File: src/rtl/arb_req_queue.sv
// Requester-side agent for one arbiter port: queues outbound payloads, requests while
// non-empty, pops on grant, and flags requests that have waited too long.
module arb_req_queue #(
    parameter int unsigned DATA_W        = 8,
    parameter int unsigned DEPTH         = 4,
    parameter int unsigned STARVE_CYCLES = 16
) (
    input  logic                      clk_i,
    input  logic                      reset_i,
    input  logic                      wr_valid_i,
    input  logic [DATA_W-1:0]         wr_data_i,
    output logic                      wr_ready_o,
    output logic                      req_o,
    input  logic                      gnt_i,
    output logic                      gnt_valid_o,
    output logic [DATA_W-1:0]         gnt_data_o,
    output logic [$clog2(DEPTH):0]    count_o,
    output logic                      starved_o
);

    localparam int unsigned PTR_W  = $clog2(DEPTH);
    localparam int unsigned CNT_W  = PTR_W + 1;
    localparam int unsigned WAIT_W = $clog2(STARVE_CYCLES + 1);

    typedef enum logic [1:0] {
        S_EMPTY,
        S_PARTIAL,
        S_FULL
    } state_t;

    state_t              state_q, state_d;
    logic [CNT_W-1:0]    count_q, count_d;
    logic [PTR_W-1:0]    wr_ptr_q, rd_ptr_q;
    logic [WAIT_W-1:0]   wait_q, wait_d;
    logic [DATA_W-1:0]   mem [DEPTH];
    logic                push, pop;

    // Handshake outputs depend only on registered state, never on gnt_i.
    assign req_o      = (state_q != S_EMPTY);
    assign wr_ready_o = (state_q != S_FULL);
    assign count_o    = count_q;

    assign push = wr_valid_i && wr_ready_o;
    assign pop  = req_o && gnt_i;

    always_ff @(posedge clk_i or posedge reset_i) begin
        if (reset_i) begin
            state_q     <= S_EMPTY;
            count_q     <= '0;
            wr_ptr_q    <= '0;
            rd_ptr_q    <= '0;
            wait_q      <= '0;
            gnt_valid_o <= 1'b0;
            gnt_data_o  <= '0;
            starved_o   <= 1'b0;
        end else begin
            state_q     <= state_d;
            count_q     <= count_d;
            wait_q      <= wait_d;
            gnt_valid_o <= pop;
            starved_o   <= (wait_d == WAIT_W'(STARVE_CYCLES));
            if (push) begin
                wr_ptr_q <= wr_ptr_q + PTR_W'(1);
            end
            if (pop) begin
                rd_ptr_q   <= rd_ptr_q + PTR_W'(1);
                gnt_data_o <= mem[rd_ptr_q];
            end
        end
    end

    // Payload storage carries no reset; occupancy alone defines which entries are live.
    always_ff @(posedge clk_i) begin
        if (push) begin
            mem[wr_ptr_q] <= wr_data_i;
        end
    end

    always_comb begin
        state_d = state_q;
        count_d = count_q;
        wait_d  = wait_q;

        if (push && !pop) begin
            count_d = count_q + CNT_W'(1);
        end else if (pop && !push) begin
            count_d = count_q - CNT_W'(1);
        end

        case (state_q)
            S_EMPTY: begin
                if (push) begin
                    state_d = S_PARTIAL;
                end
            end
            S_PARTIAL: begin
                if (push && !pop && (count_q == CNT_W'(DEPTH - 1))) begin
                    state_d = S_FULL;
                end else if (pop && !push && (count_q == CNT_W'(1))) begin
                    state_d = S_EMPTY;
                end
            end
            S_FULL: begin
                if (pop) begin
                    state_d = S_PARTIAL;
                end
            end
            default: state_d = S_EMPTY;
        endcase

        // Starvation counter saturates; any pop or idle cycle restarts it.
        if (!req_o || pop) begin
            wait_d = '0;
        end else if (wait_q != WAIT_W'(STARVE_CYCLES)) begin
            wait_d = wait_q + WAIT_W'(1);
        end
    end

endmodule

File: config.mk
export PLATFORM = sky130hd
export DESIGN_NAME = arb_req_queue
export DESIGN_NICKNAME = d
export VERILOG_FILES = /design/src/rtl/arb_req_queue.sv
export SDC_FILE = /design/constraint.sdc
export NUM_CORES = 1
export LEC_CHECK = 0
export ABC_AREA = 1
export ABC_CLOCK_PERIOD_IN_PS = 1800
export BUFFER_PORTS_ARGS = -buffer_cell sky130_fd_sc_hd__buf_2
export CORE_UTILIZATION = 58
export DETAILED_ROUTE_END_ITERATION = 8
export PLACE_DENSITY = 0.79
export SLEW_MARGIN = 15
export SYNTH_ARGS = -nofsm -noshare
export SYNTH_HDL_FRONTEND = slang
export SYNTH_SLANG_ARGS = --single-unit
File: constraint.sdc
create_clock -name clk_i -period 1.8 [get_ports clk_i]
set_input_delay 0.36 -clock clk_i [delete_from_list [all_inputs] [get_ports clk_i]]
set_output_delay 0.36 -clock clk_i [all_outputs]
set_load 0.05 [all_outputs]
==> flow_metrics.py <==
metrics = {
    "clocking": {
        "clkSinkCount": 56,
        "clock_path_buffers": 2,
        "cts.hold.buffers_added": 0,
        "path_clk_slew_ns": 0.11,
        "clk_latency_ns": 0.31,
        "cts_buffers": 5,
        "cts_tree": "done",
        "ctsHtreeMaxLevel": 2,
        "cts_root_buf": "clkbuf_8",
    },
    "place": {
        "pre_cts_ws_ns": 0.179,
        "dp_hpwl_um": 2840,
        "place_area_mm2": 0.00274,
        "place_congestion": 0.851,
        "port_buffers": 26,
    },
    "detailed_routing": {
        "routed_wl_um": 4110,
        "wire_per_inst_um": 12.9,
        "firstDrtPassIters": 4,
        "drtIter0Drc": 71,
        "drc_errors": 0,
        "ant_nets": 0,
        "via_per_inst": 5.06,
        "via_count": 1609,
    },
    "run_status": {
        "status": "complete, no violations",
    },
    "global_route": {
        "grt_pass1_vias": 1507,
        "gr-total-overflow": 0,
        "antenna_found_initial": 0,
        "grt_pass1_wl_um": 6800,
        "grt_usage_pct": 20.8,
        "grt_max_degree": 25,
    },
    "setup_path": {
        "slowest_delay_ns": 0.47,
        "crit_chain": "nor2_4 > inv_1 > buf_2",
        "cp_max_fo": 5,
        "end_kind": "primary output",
        "crit_path_start_kind": "flip-flop",
        "critPathSlowestCell": "dfrtp_1",
        "worstPathRequired_ns": 1.44,
        "crit_type": "flip-flop to primary output",
        "arrival_ns": 1.22,
    },
    "run": {
        "maxCapViolations": 0,
    },
    "final_layout": {
        "fin_util_pct": 70.0,
        "nets": 291,
        "area_delta_synth_final_pct": 12.7,
        "drive_above_1_share_pct": 24.6,
        "nFillCells": 298,
        "n_antenna_cell": 0,
        "stdcell_area_mm2": 0.00286,
    },
    "yosys": {
        "netlist_area_mm2": 0.00254,
        "syn_area_per_cell_um2": 11.0,
        "synth_cell_types": 25,
        "synth_cells": 231,
        "ys_seq_area_share_pct": 61.5,
        "yosysWarnings": 0,
        "syn-num-nets": 255,
        "ys_ff_latch": 56,
    },
    "floorplanning": {
        "die_y_um": 68.1,
        "num_rows": 23,
        "io_pins": 27,
        "die_x_um": 68.1,
        "core-area_mm2": 0.00409,
        "initial_core_util_pct": 62.1,
        "die_area_mm2": 0.00464,
    },
    "timing": {
        "slew_viol_final": 0,
        "rsz0062_at_grt": "no",
        "fin_crit_sh_pct": 87.9,
        "min_period_ns": 1.58,
        "fin_ws_ns": 0.218,
        "setup_viol": 0,
        "max_freq_mhz": 632,
        "worst_pin_slew_ns": 0.534,
        "finalHoldViolCount": 0,
        "fin_setup_tns_ns": 0,
        "relSlewSlack_pct": 64.4,
        "fin_skew_ns": 0.0158,
    },
    "power_and_ir_drop": {
        "vdd_drop_max_mv": 0.765,
        "p_per_area_mw_per_mm2": 1630,
        "leakage_nw": 1.26,
    },
    "min_path": {
        "hold_path.class": "primary input to asynchronous set/reset pin",
    },
}
synthesized netlist by cell type, drive strengths merged:
cell / n / share of area (%)
nor2: 60 / 11
edfxtp: 32 / 38
inv: 30 / 4.5
dfrtp: 24 / 24
o21ai: 22 / 4.3
nand2: 16 / 2.5
ha: 12 / 5.9
nand3: 11 / 2.2
a21oi: 10 / 3.6
buf: 5 / 1.8
xor2: 4 / 1.7
nand4: 2 / 0.49
xnor2: 2 / 0.69
o31ai: 1 / 0.30
cell families (layout without fill, tap and decap cells):
group           count (synthesis)  count (layout)  share of synthesized area [%]
compound gates                 33              33                           8.24
fa+ha+maj                      12              12                           5.92
buf+inv                        35              72                           6.31
xor+xnor                        6               6                           2.37
flops                          56              56                           61.5
simple gates                   89              89                           15.6
placed cells by master, fill, tap and decap left out, types with 11 or more instances in the layout:
| master | netlist | final |
|---|---|---|
| edfxtp_1 | 32 | 32 |
| inv_1 | 25 | 24 |
| ha_1 | 12 | 12 |
| nand3_1 | 11 | 11 |
| buf_2 | 0 | 26 |
| dfrtp_1 | 24 | 24 |
| o21ai_0 | 18 | 18 |
| nor2_1 | 53 | 53 |
| nand2_1 | 15 | 14 |
report_power, final:
group	switching (mW)	internal, mW
logic	1.29	0.582
clock network	0.405	0.421
registers	0.267	1.71
total	1.96	2.71
timing repair:
action,in CTS,in global routing
resized for setup,0,1
buffers inserted,0,1
endpoints found under the setup margin,0,1
worst paths after layout:
| path | from | slack, ns | endpoint | cells after the start |
|---|---|---|---|---|
| max | state_q[1] | 0.22 | req_o | 3 |
| min | reset_i | 0.07 | gnt_data_o[3] | 3 |
| max reg2reg | state_q[1] | 0.22 | count_o[2] | 10 |
| min reg2reg | gnt_data_o[7] | 0.52 | gnt_data_o[7] | 2 |
| max in group asynchronous | reset_i | 1.47 | gnt_data_o[2] | 3 |
| min in group clk_i | wr_data_i[3] | 0.26 | mem[1][3] | 1 |
layer usage:
| metal | wire length, µm | vias to the layer above | global-route usage [%] |
|---|---|---|---|
| li1 | - | 825 | - |
| met2 | 2160 | 20 | 36.0 |
| met3 | 119 | 4 | 5.00 |
| met1 | 1770 | 760 | 25.4 |
| met5 | 0 | - | 0 |
| met4 | 49 | 0 | 7.03 |
per-stage QoR:
step / hold slack [ns] / total power, mW / std cells
floorplan: 0.375 / 3.47 / 231
global placement: 0.428 / 3.82 / 309
detailed placement: 0.432 / 3.88 / 309
CTS: 0.0870 / 4.70 / 317
global route: 0.108 / 5.01 / 318
finish: 0.0651 / 4.67 / 318
worst max-delay path, delay by kind of cell, from the launching register on:
kind          cells  cell delay, ns
simple gates      1            0.18
flops             1            0.47
buf+inv           2            0.28
state kept, by name, indices dropped and copies added (netlist names):
name and cells:
wait_q 5, mem 32, starved_o 1, gnt_valid_o 1
gnt_data_o 8, rd_ptr_q 2, state_q 2, wr_ptr_q 2
count_o 3
final cells by class:
type                    instances  area [µm²]  share of cell area (%)
clock inverters                 2        38.8                    1.36
clock buffers                   6        72.6                    2.54
well taps                      50        62.6                    2.19
flip-flops and latches         56        1560                    54.6
inverters                      30         115                    4.03
multi-input cells             140         818                    28.6
repair buffers                 34         190                    6.65
Note: power is estimated with default switching activity, not from simulation.
